### config.mk
export PLATFORM = sky130hd
export DESIGN_NAME = core_sequencer
export DESIGN_NICKNAME = d
export VERILOG_FILES = /design/src/rtl/core_sequencer.sv
export SDC_FILE = /design/constraint.sdc
export NUM_CORES = 1
export LEC_CHECK = 0
export ABC_AREA = 0
export CAP_MARGIN = 20
export CORE_MARGIN = 2
export CORE_UTILIZATION = 55
export DETAILED_ROUTE_END_ITERATION = 10
export DONT_BUFFER_PORTS = 1
export PLACE_DENSITY = 0.71
export SYNTH_ARGS = -nofsm -noshare
export SYNTH_HDL_FRONTEND = slang
export SYNTH_SLANG_ARGS = --single-unit
### constraint.sdc
create_clock -name clk -period 2.99 [get_ports clk]
set_input_delay 0.897 -clock clk [delete_from_list [all_inputs] [get_ports clk]]
set_output_delay 0.897 -clock clk [all_outputs]
set_load 0.03 [all_outputs]
### src/rtl/core_sequencer.sv
// core_sequencer: multi-cycle FETCH/DECODE/EXEC/MEM/WB sequencer for an RV32I
// datapath. It decides when the IR, register file and PC are written, and it
// drives the instruction and data memory request handshakes.
//
// Ports:
//   clk, rst_n      - core clock, asynchronous active-low reset
//   ir_opcode_i     - opcode field of the instruction register
//   imem_ready_i    - instruction memory returns the fetch this cycle
//   dmem_ready_i    - data memory completes the access this cycle
//   imem_req_o      - instruction fetch request (FETCH)
//   dmem_req_o      - data memory request (MEM)
//   dmem_we_o       - data access is a store (only with dmem_req_o)
//   ir_we_o         - capture the fetched instruction (FETCH && imem_ready_i)
//   rf_we_o         - register file write strobe (WB of a writing instr)
//   pc_we_o         - PC update strobe (WB)
//   halted_o        - core stopped
//   illegal_o       - halt was caused by an unrecognised opcode
//   state_o         - current state encoding
//   cycle_cnt_o     - active-cycle counter
//   instret_cnt_o   - retired-instruction counter
//
// Build option: define SEQ_PERF_CNT_EN to implement the two performance
// counters; without it both counter outputs are tied to zero.

module core_sequencer (
    input  logic        clk,
    input  logic        rst_n,
    input  logic [6:0]  ir_opcode_i,
    input  logic        imem_ready_i,
    input  logic        dmem_ready_i,
    output logic        imem_req_o,
    output logic        dmem_req_o,
    output logic        dmem_we_o,
    output logic        ir_we_o,
    output logic        rf_we_o,
    output logic        pc_we_o,
    output logic        halted_o,
    output logic        illegal_o,
    output logic [2:0]  state_o,
    output logic [31:0] cycle_cnt_o,
    output logic [31:0] instret_cnt_o
);

    typedef enum logic [2:0] {
        IDLE   = 3'd0,
        FETCH  = 3'd1,
        DECODE = 3'd2,
        EXEC   = 3'd3,
        MEM    = 3'd4,
        WB     = 3'd5,
        HALT   = 3'd6
    } state_t;

    state_t state;

    // Classification captured in DECODE; the opcode itself is not
    // trusted after DECODE, so everything later runs off these flags.
    logic mem_flag;
    logic wb_flag;
    logic st_flag;

    // Registered outputs, always loaded with the value that matches
    // the state being entered, so they are a pure function of state.
    logic imem_req;
    logic dmem_req;
    logic dmem_we;
    logic rf_we;
    logic pc_we;
    logic halted;
    logic illegal;

    // Opcode classification (combinational, consumed only in DECODE).
    logic dec_exec;
    logic dec_mem;
    logic dec_st;
    logic dec_wb;
    logic dec_sys;

    always_comb begin
        dec_exec = 1'b1;
        dec_mem  = 1'b0;
        dec_st   = 1'b0;
        dec_wb   = 1'b0;
        dec_sys  = 1'b0;
        case (ir_opcode_i)
            7'b0000011: begin
                dec_mem = 1'b1;
                dec_wb  = 1'b1;
            end
            7'b0100011: begin
                dec_mem = 1'b1;
                dec_st  = 1'b1;
            end
            7'b0110011,
            7'b0010011,
            7'b0110111,
            7'b0010111,
            7'b1101111,
            7'b1100111: dec_wb = 1'b1;
            7'b1100011,
            7'b0001111: dec_wb = 1'b0;
            7'b1110011: begin
                dec_exec = 1'b0;
                dec_sys  = 1'b1;
            end
            default: dec_exec = 1'b0;
        endcase
    end

    always_ff @(posedge clk or negedge rst_n) begin
        if (!rst_n) begin
            state    <= IDLE;
            mem_flag <= 1'b0;
            wb_flag  <= 1'b0;
            st_flag  <= 1'b0;
            imem_req <= 1'b0;
            dmem_req <= 1'b0;
            dmem_we  <= 1'b0;
            rf_we    <= 1'b0;
            pc_we    <= 1'b0;
            halted   <= 1'b0;
            illegal  <= 1'b0;
        end else begin
            case (state)
                IDLE: begin
                    state    <= FETCH;
                    imem_req <= 1'b1;
                end
                FETCH: begin
                    if (imem_ready_i) begin
                        state    <= DECODE;
                        imem_req <= 1'b0;
                    end
                end
                DECODE: begin
                    mem_flag <= dec_mem;
                    wb_flag  <= dec_wb;
                    st_flag  <= dec_st;
                    if (dec_exec) begin
                        state <= EXEC;
                    end else begin
                        state   <= HALT;
                        halted  <= 1'b1;
                        illegal <= !dec_sys;
                    end
                end
                EXEC: begin
                    if (mem_flag) begin
                        state    <= MEM;
                        dmem_req <= 1'b1;
                        dmem_we  <= st_flag;
                    end else begin
                        state <= WB;
                        pc_we <= 1'b1;
                        rf_we <= wb_flag;
                    end
                end
                MEM: begin
                    if (dmem_ready_i) begin
                        state    <= WB;
                        dmem_req <= 1'b0;
                        dmem_we  <= 1'b0;
                        pc_we    <= 1'b1;
                        rf_we    <= wb_flag;
                    end
                end
                WB: begin
                    state    <= FETCH;
                    pc_we    <= 1'b0;
                    rf_we    <= 1'b0;
                    imem_req <= 1'b1;
                end
                HALT: begin
                    state <= HALT;
                end
                default: begin
                    // Unused encoding: fall back to a clean IDLE.
                    state    <= IDLE;
                    imem_req <= 1'b0;
                    dmem_req <= 1'b0;
                    dmem_we  <= 1'b0;
                    rf_we    <= 1'b0;
                    pc_we    <= 1'b0;
                    halted   <= 1'b0;
                    illegal  <= 1'b0;
                end
            endcase
        end
    end

    assign imem_req_o = imem_req;
    assign dmem_req_o = dmem_req;
    assign dmem_we_o  = dmem_we;
    assign rf_we_o    = rf_we;
    assign pc_we_o    = pc_we;
    assign halted_o   = halted;
    assign illegal_o  = illegal;
    assign state_o    = state;

    // The IR write is the one strobe that follows the ready input
    // directly, so the instruction is captured on the accepting edge.
    assign ir_we_o = (state == FETCH) && imem_ready_i;

`ifdef SEQ_PERF_CNT_EN
    logic [31:0] cycle_cnt;
    logic [31:0] instret_cnt;

    always_ff @(posedge clk or negedge rst_n) begin
        if (!rst_n) begin
            cycle_cnt   <= 32'd0;
            instret_cnt <= 32'd0;
        end else begin
            if (state != IDLE && state != HALT) begin
                cycle_cnt <= cycle_cnt + 32'd1;
            end
            if (state == WB) begin
                instret_cnt <= instret_cnt + 32'd1;
            end
        end
    end

    assign cycle_cnt_o   = cycle_cnt;
    assign instret_cnt_o = instret_cnt;
`else
    assign cycle_cnt_o   = 32'd0;
    assign instret_cnt_o = 32'd0;
`endif

endmodule
==> results.md, run 1 <==
- First-pass GRT wire length: 2718 µm
- GRT busiest layer: met2
- Final Hold Viols: 0
- Number of CTS-inserted buffers: 3
- Final wirelength: 1818 µm
- P_sw: 0.4846 mW
- Critical-path cell list: nor2_1 -> nand3_1 -> inv_1
- CTS root buf: clkbuf_4
- Post-Syn Instances: 152
- Die span in x: 51.10 µm
- Initial antenna violation count: 0
- Sequential area share after synthesis: 26.67%
- # DRC: 0
- Synth top area cells: buf_4 39%, dfrtp_1 27%, a21oi_1 4.1%, o21ai_0 4.1%, nor2_1 3.1%
- Fillers: 231
- Setup ws final: 0.5254 ns
- Post-route cell area: 0.001015 mm²
- FF+latch count, synth: 13
- Final Setup Violations: 0
- Total power divided by cell area: 860.6 mW/mm²
- Cell area after synthesis: 0.001220 mm²
- Buf/Inv on CP: 1
- Worst r2r src: state_o[1]
- Grt met2 use: 24.89%
- Cts hold-fix bufs: 0
- WP data arrival: 1.57 ns
- GRT met1 Usage: 13.92%
- Setup crit start kind: flop
- DP HPWL: 1467 µm
- Synth top area share: 39.38%
- Tot Pwr: 0.8732 mW
- Cell variety after synth: 36
- Chip height: 51.10 µm
- Antenna-violating nets left: 0
- Routed len/inst: 10.16 µm
- Inserted Diodes: 0
- CP peak stage delay: 0.63 ns
- Critical R2R Capture: wb_flag
- Total grt overflow: 0
- Final Skew: 0.002889 ns
- Sw Share: 55.50%
- Status: finished clean
- Crit path depth: 3
- Kind of critical path: reg2out
- Mapped Avg Cell Area: 8.026 µm²
- CTS tree: done
- Vias in the first global route: 640
- Via Count: 787
- Total track usage: 14.00%
- FF-to-FF setup slack: 1.29 ns
- Sink Count: 13
- Lkg Pwr: 0.5373 nW
- Drt initial violations: 16
- Clock latency on the worst-skew pair: 0.28 ns
- FMAX: 405.7 MHz
- Initial core utilization: 56.79%
- Critical Path End Type: primary output
- Die footprint: 0.002611 mm²
- Hold slack: 0.3048 ns
- Part of the cycle the worst path needs: 82.43%
- Clock Path Buffers: 2
- Dominant cell type by area after synthesis: buf_4
- Critical Path Fanout Max: 15
- Worst Path Required: 2.09 ns
- Slowest CP cell: dfrtp_1
- Clock-pin slew on the worst setup and hold paths: 0.08 ns
- Synth warnings: 0
- Grt met3 use: 4.971%
- Largest net degree at the start of global routing: 18
- Layout cell share with drive strength beyond 1: 4.636%
- DRT Pass-1 Iters: 4
- Number of core rows: 17
- Top Family by Delay on Critical Path: flip-flops
- Worst relative slew slack: 56.92%
- Post-place instance area: 988.4 µm²
- Setup repair bufs after CTS: 0
- Nets@finish: 163
- Htree depth: 1
- Clock Power Share: 12.4%
- Flop pwr share: 44.4%
- Worst-Margin Slew: 0.6462 ns
- Vias per cell: 4.397
- Worst Reg-to-Reg Cells: 3
- Place WS: 0.8563 ns
- Pins Over Slew Limit: 0
- PortBufs: 0
- MaxCap Viol Count: 0
- Pint: 0.3886 mW
- Unrepaired setup endpoints after global routing: false
- Setup TNS Final: 0 ns
- Worst VDD drop: 462.7 µV
- Min-delay worst type: in2async
- I/O pin total: 86
- Placer Congestion: 0.7852
- Gate power share: 43.2%
- Core ar.: 0.002148 mm²
- Area grow syn2layout: -16.82%
- Final worst path period need: 2.465 ns
- CTS resizes: 0
state kept, by name (all words and copies together) (netlist names):
register	cells
state_o	3
dmem_req_o	1
dmem_we_o	1
halted_o	1
illegal_o	1
imem_req_o	1
mem_flag	1
pc_we_o	1
rf_we_o	1
st_flag	1
wb_flag	1
per-layer routing:
| layer | share of wire, % | vias to the layer above | routed length (µm) |
|---|---|---|---|
| li1 | - | 371 | - |
| met1 | 36 | 365 | 651 |
| met2 | 51 | 46 | 920 |
| met3 | 11 | 5 | 208 |
| met4 | 2.1 | 0 | 38 |
| met5 | 0 | - | 0 |
cell type report:
class	count	area, µm²	share of cell area (%)
Sequential cell	13	325.3	32.06
Timing Repair Buffer	1	7.507	0.7398
Tap cell	28	35.03	3.453
Inverter	5	18.77	1.850
Clock buffer	4	26.28	2.589
Multi-Input combinational cell	128	601.8	59.31
power by group through the flow:
stage               sequential (mW)  combinational (mW)  clock (mW)
floorplan                     0.361               0.426           0
global placement              0.386               0.364           0
detailed placement            0.389               0.375           0
CTS                           0.385               0.377       0.110
global route                  0.396               0.417       0.123
finish                        0.388               0.377       0.108
cells in the final DEF, fill, tap and decap left out:
master / synthesis / final
a311oi_1: 1 / 1
nand3_1: 2 / 2
inv_2: 1 / 1
and2_1: 1 / 1
dfrtp_1: 13 / 13
o21bai_1: 1 / 1
nor2b_1: 1 / 1
mux2i_1: 1 / 1
clkbuf_4: 0 / 3
o21ai_1: 1 / 1
or4_1: 1 / 1
nand2b_1: 2 / 2
a211o_1: 1 / 1
a22oi_1: 1 / 1
o21ai_0: 10 / 10
nor2_1: 10 / 10
buf_4: 64 / 1
conb_1: 1 / 64
inv_1: 4 / 4
a21oi_1: 10 / 10
or3_1: 1 / 1
o211ai_1: 1 / 1
mux2_2: 1 / 1
a221o_1: 1 / 1
nand2_1: 9 / 9
o31ai_1: 1 / 1
o31a_1: 1 / 1
o21a_1: 1 / 1
a22o_1: 1 / 1
nor3b_1: 1 / 1
clkbuf_1: 1 / 1
nor3b_2: 1 / 1
or2_1: 1 / 1
nand4_1: 1 / 1
per-stage QoR:
step	utilization, %	cells
2_1_floorplan	-	215
3_3_place_gp	46.01	175
3_5_place_dp	46.01	175
4_1_cts	47.23	179
5_1_grt	47.23	179
6_report	47.23	179
worst register-to-register path: cells and delay by family (launching register included):
| family | cells | cell delay [ns] |
|---|---|---|
| AO/OA/AOI/OAI | 1 | 0.27 |
| buffers and inverters | 1 | 0.13 |
| AND/OR/NAND/NOR | 1 | 0.49 |
| flip-flops | 1 | 0.70 |
synthesized netlist by cell type:
library cell / instances
inv_1: 4
or3_1: 1
a22o_1: 1
a211o_1: 1
a221o_1: 1
a22oi_1: 1
dfrtp_1: 13
nor2b_1: 1
clkbuf_2: 1
nor2_1: 10
mux2_2: 1
nor3b_2: 1
a21oi_1: 10
or2_1: 1
o211ai_1: 1
buf_4: 64
a311oi_1: 1
nand4_1: 1
clkbuf_1: 1
nand2_1: 9
o21a_1: 1
nand2b_1: 2
o31a_1: 1
buf_6: 1
conb_1: 1
nor3b_1: 1
o21ai_1: 1
o21bai_1: 1
buf_2: 2
mux2i_1: 1
or4_1: 1
nand3_1: 2
inv_2: 1
and2_1: 1
o31ai_1: 1
o21ai_0: 10
cell families after synthesis:
kind of cell / after synthesis / synth area share (%)
other cells: 1 / 0.3074
mux: 2 / 1.744
simple gates: 31 / 12.51
flops: 13 / 26.67
compound gates: 31 / 15.39
buf+inv: 74 / 43.38
how the worst max path moves through the flow:
stage                             from       to  slack [ns]
after detailed placement    state_o[2]  ir_we_o        0.86
after global placement    imem_ready_i  ir_we_o        0.87
final                       state_o[2]  ir_we_o        0.53
after CTS                   state_o[2]  ir_we_o        0.54
after global routing        state_o[2]  ir_we_o        0.44
after floorplan             state_o[0]  ir_we_o        0.76
(Power assumes the default switching activity.)
==> inputs of run 2 (changes only) <==
ABC_AREA = 1   (was 0)
clock period = 2.5 ns   (was 2.99 ns; I/O delays follow)
==> run 2 against run 1 <==
  * Critical path depth grew 2
  * Clock-buffer cell count is the same
  * Global-route usage is essentially flat
  * Non-clock buffer count is the same
  * Area after synthesis shrank 1.5%
  * Flip-flop and latch count is the same
  * Critical path type unchanged
  * Largest power group unchanged
  * Highest routed layer unchanged
==> results.md, run 2 <==
- WP data arrival: 1.55 ns
- Min-delay worst type: in2async
- Total power divided by cell area: 1064 mW/mm²
- Clock latency on the worst-skew pair: 0.28 ns
- CTS tree: done
- Synth warnings: 0
- Final Setup Violations: 0
- Drt initial violations: 12
- Setup crit start kind: flop
- Total grt overflow: 0
- Number of core rows: 16
- Post-Syn Instances: 166
- Mapped Avg Cell Area: 7.236 µm²
- Critical Path End Type: primary output
- Initial core utilization: 60.00%
- Total track usage: 14.03%
- Worst VDD drop: 460.3 µV
- Top post-synthesis cells by count: 64 x buf_4, 30 x nand2_1, 17 x inv_1, 13 x dfrtp_1, 13 x nor2_1
- Metal3 WL: 234 µm
- FMAX: 434.7 MHz
- Via Count: 815
- Unrepaired setup endpoints after global routing: false
- Vias per cell: 4.137
- Largest register FFs: 3
- Synth top area cells: buf_4 40%, dfrtp_1 27%, nand2_1 9.4%, inv_1 5.3%, nor2_1 4.1%
- DRT Pass-1 Iters: 4
- Multi-input logic area: 564.3 µm²
- Number of synthesized flops with an enable pin: 0
- CTS resizes: 0
- Synth Flop Type: dfrtp_1
- Worst Reg-to-Reg Cells: 8
- Crit path capture: ir_we_o
- FF/Latch Area: 325.3 µm²
- Status: finished clean
- Post-place instance area: 998.5 µm²
- Ys async rst share: 100.0%
- Post-route cell area: 0.001025 mm²
- Synth top area share: 40.00%
- Non-filler cells, final: 197
- Setup TNS Final: 0 ns
- Cell variety after synth: 21
- DP HPWL: 1516 µm
- Metal2 WL: 869 µm
- Setup repair bufs after CTS: 0
- Critical Path Fanout Max: 7
- Chip height: 50.73 µm
- Part of the cycle the worst path needs: 92.02%
- Pins Over Slew Limit: 0
- Die span in x: 50.73 µm
- Routed len/inst: 9.005 µm
- Inserted Diodes: 0
- Wl on met1: 627 µm
- Crit. Startpoint: state_o[0]
- Placer Congestion: 0.7933
- MaxCap Viol Count: 0
- Sink Count: 13
- FF-to-FF setup slack: 0.89 ns
- Cts hold-fix bufs: 0
- Htree depth: 1
- PortBufs: 0
- Die footprint: 0.002574 mm²
- Number of CTS-inserted buffers: 3
- Tot Pwr: 1.091 mW
- Placed cell count: 193
- Max layer used: met4
- Clock Path Buffers: 2
- First-pass GRT wire length: 2704 µm
- Initial antenna violation count: 0
- I/O pin total: 86
- Final Skew: 0.003038 ns
- Vias in the first global route: 640
- Cell area after synthesis: 0.001201 mm²
- Sequential area share after synthesis: 27.08%
- Clock-pin slew on the worst setup and hold paths: 0.07 ns
- Core ar.: 0.002002 mm²
- Critical R2R Capture: state_o[0]
- Dominant cell type by area after synthesis: buf_4
- Antenna-violating nets left: 0
- FF+latch count, synth: 13
- Kind of critical path: reg2out
- Largest net degree at the start of global routing: 14
- Layout cell share with drive strength beyond 1: 5.294%
- Fillers: 213
- Final worst path period need: 2.301 ns
- CTS root buf: clkbuf_4
- Area grow syn2layout: -14.69%
- Final wirelength: 1774 µm
- Most frequent cells in the layout: 64 x conb_1, 30 x nand2_1, 17 x inv_1, 13 x nor2_1, 13 x dfrtp_1
- Top-count cell post-synth: buf_4
- Final Hold Viols: 0
- # DRC: 0
- Worst Path Required: 1.75 ns
- Nets@finish: 182
- Lkg Pwr: 0.6156 nW
- Commonest non-fill, non-tap cell in the layout: conb_1
- Worst r2r src: state_o[2]
==> run 2: changes by cell type after synthesis, moves of 3 or more <==
cell / change
a21oi_1: -8
o21ai_0: -6
nor2_1: +3
inv_1: +13
nand2_1: +21
nand4_1: +3
nor2_2: +3
==> run 2: final cells by class <==
class | count | area share, %
multi-input cells | 134 | 55.07
well taps | 27 | 3.297
inverters | 18 | 6.593
repair buffers | 1 | 0.7326
flip-flops and latches | 13 | 31.75
clock buffers | 4 | 2.564
==> run 2: kinds of logic (layout without fill, tap and decap cells) <==
kind of cell	count (synthesis)	in the layout	share of synthesized area [%]
buffers and inverters	82	23	45.62
AND/OR/NAND/NOR	56	56	19.69
AO/OA/AOI/OAI	14	14	7.293
flip-flops	13	13	27.08
other	1	64	0.3122
==> run 2: through the flow <==
stage | hold slack (ns) | setup slack [ns] | util [%]
CTS | 0.1518 | 0.1890 | 51.19
detailed placement | 0.4547 | 0.4967 | 49.88
global placement | 0.4548 | 0.5851 | 49.88
finish | 0.1567 | 0.1995 | 51.19
global route | 0.1423 | 0.05904 | 51.19
floorplan | 0.4544 | 0.4531 | -
==> run 2: how the worst min path moves through the flow <==
stage | from | endpoint | slack (ns)
3_3_place_gp | rst_n | state_o[0] | 0.45
5_1_grt | rst_n | imem_req_o | 0.14
3_5_place_dp | rst_n | imem_req_o | 0.45
6_report | rst_n | imem_req_o | 0.16
2_1_floorplan | rst_n | dmem_req_o | 0.45
4_1_cts | rst_n | imem_req_o | 0.15
==> run 2: power breakdown <==
group | leakage (nW) | switching [mW] | internal, mW
sequential | 0.167 | 0.206 | 0.292
combinational | 0.433 | 0.343 | 0.123
clock | 0.0150 | 0.0657 | 0.0620
total | 0.616 | 0.614 | 0.476
==> run 2: critical path, cell delays in order (launching register included) <==
cell and delay [ns]:
dfrtp_1 0.64, inv_2 0.06, nor2_2 0.18, nand2_1 0.13, nor2_1 0.10, buf_4 0.16
==> run 2: routing by layer <==
metal / global-route usage (%) / vias up
met5: 0 / -
met1: 16.27 / 357
met4: 9.459 / 0
met2: 22.15 / 59
met3: 4.167 / 4
li1: - / 395
==> inputs of run 3 (changes only) <==
==> constraint.sdc (replaced) <==
create_clock -name clk -period 2.5 [get_ports clk]
set_input_delay 0.375 -clock clk [delete_from_list [all_inputs] [get_ports clk]]
set_output_delay 0.375 -clock clk [all_outputs]
set_load 0.03 [all_outputs]
==> run 3 against run 2 <==
  * Die area stayed put
  * Flip-flop and latch count stayed put
  * Largest cell class unchanged
  * Largest power group unchanged
  * Non-clock buffer count unchanged
  * Clock-buffer cell count stayed put
  * Fmax increased by 8.8%
  * Critical path type unchanged
  * Utilization grew 0.13 points
  * Global-route usage barely moved
  * Wire length about the same
  * Sequential power about the same
==> results.md, run 3 (synthesis results as in run 2) <==
- Status: finished clean
- Cts hold-fix bufs: 1
- Worst VDD drop: 510.3 µV
- Pins Over Slew Limit: 0
- Part of the cycle the worst path needs: 84.58%
- Initial antenna violation count: 0
- CTS root buf: clkbuf_4
- Largest register FFs: 3
- Top Family by Delay on Critical Path: simple AND/OR/NAND/NOR gates
- I/O pin total: 86
- Antenna-violating nets left: 0
- Slowest CP cell: dfrtp_1
- Inserted Diodes: 0
- Number of CTS-inserted buffers: 3
- CP peak stage delay: 0.64 ns
- Buf/Inv on CP: 1
- Worst relative slew slack: 60.72%
- PortBufs: 0
- Final Skew: 0.0007328 ns
- WP data arrival: 1.74 ns
- Critical-path cell list: inv_2 -> nor2_2 -> nand2_1 -> nor2_1
- DRT Pass-1 Iters: 4
- Worst Path Required: 2.12 ns
- Vias per cell: 4.122
- Sink Count: 13
- Clock Path Buffers: 2
- First-pass GRT wire length: 2753 µm
- # DRC: 0
- Critical Path End Type: primary output
- Kind of critical path: reg2out
- Most frequent cells in the layout: 64 x conb_1, 30 x nand2_1, 17 x inv_1, 13 x nor2_1, 13 x dfrtp_1
- Number of core rows: 16
- Worst-Margin Slew: 0.5873 ns
- CTS tree: done
- Lkg Pwr: 0.6145 nW
- Setup crit start kind: flop
- Placer Congestion: 0.8115
- Setup repair bufs after CTS: 0
- Final Hold Viols: 0
- Setup TNS Final: 0 ns
- Clock-pin slew on the worst setup and hold paths: 0.07 ns
- Htree depth: 1
- Area grow syn2layout: -14.48%
- Post-route cell area: 0.001027 mm²
- Critical Path Fanout Max: 7
- Die span in x: 50.73 µm
- Commonest non-fill, non-tap cell in the layout: conb_1
- Fillers: 221
- Final wirelength: 1775 µm
- Core ar.: 0.002002 mm²
- Initial core utilization: 60.00%
- MaxCap Viol Count: 0
- Vias in the first global route: 677
- Post-place instance area: 991.0 µm²
- Die footprint: 0.002574 mm²
- Drt initial violations: 15
- Nets@finish: 182
- Layout cell share with drive strength beyond 1: 4.706%
- Chip height: 50.73 µm
- DP HPWL: 1516 µm
- Routed len/inst: 9.010 µm
- Clock latency on the worst-skew pair: 0.27 ns
- Largest net degree at the start of global routing: 14
- Unrepaired setup endpoints after global routing: false
- Final Setup Violations: 0
- Total track usage: 14.07%
- Total power divided by cell area: 1059 mW/mm²
- FMAX: 472.9 MHz
- Total grt overflow: 0
- Via Count: 812
- Min-delay worst type: in2reg
- CTS resizes: 0
- Final worst path period need: 2.115 ns
run 3: power by group:
part | switching [mW] | total (mW) | internal [mW]
logic | 0.345 | 0.463 | 0.118
clock network | 0.0641 | 0.126 | 0.0618
registers | 0.207 | 0.498 | 0.292
total | 0.616 | 1.09 | 0.472
run 3: layout make-up:
cell class                      count  area, µm²  area share (%)
Multi-Input combinational cell    134      564.3           54.93
Sequential cell                    13      325.3           31.67
Inverter                           18      67.56           6.577
Tap cell                           27      33.78           3.289
Clock buffer                        4      26.28           2.558
Timing Repair Buffer                1      10.01          0.9744
run 3: final timing paths:
path	endpoint	cells after the start	start	slack, ns
worst max-delay path	ir_we_o	4	state_o[0]	0.39
worst min-delay path	st_flag	2	ir_opcode_i[5]	0.25
worst max register to register	state_o[0]	8	state_o[2]	0.90
worst min register to register	mem_flag	2	mem_flag	0.52
max in group asynchronous	wb_flag	1	rst_n	1.58
min in group asynchronous	state_o[1]	1	rst_n	0.54
run 3: worst reg2reg max path, delay by kind of cell, from the launching register on:
| family | cells | cell delay (ns) |
|---|---|---|
| buffers and inverters | 2 | 0.20 |
| AND/OR/NAND/NOR | 6 | 0.72 |
| flip-flops | 1 | 0.55 |
run 3: layer usage:
metal / wire (µm) / track usage [%]
met1: 661 / 15.65
met2: 880 / 23.46
met3: 210 / 5.357
met4: 22 / 6.757
met5: 0 / 0
run 3: stage by stage:
| stage | util, % | setup slack [ns] | cells | total power [mW] | hold WS [ns] |
|---|---|---|---|---|---|
| floorplan | - | 0.8281 | 229 | 0.9651 | 0.07941 |
| finish | 51.31 | 0.3855 | 197 | 1.087 | 0.2517 |
| detailed placement | 49.50 | 0.6801 | 192 | 0.9611 | 0.07973 |
| global placement | 49.50 | 0.7783 | 192 | 0.9499 | 0.07976 |
| global route | 51.31 | 0.2478 | 197 | 1.177 | 0.2403 |
| CTS | 51.31 | 0.3714 | 197 | 1.096 | 0.2424 |
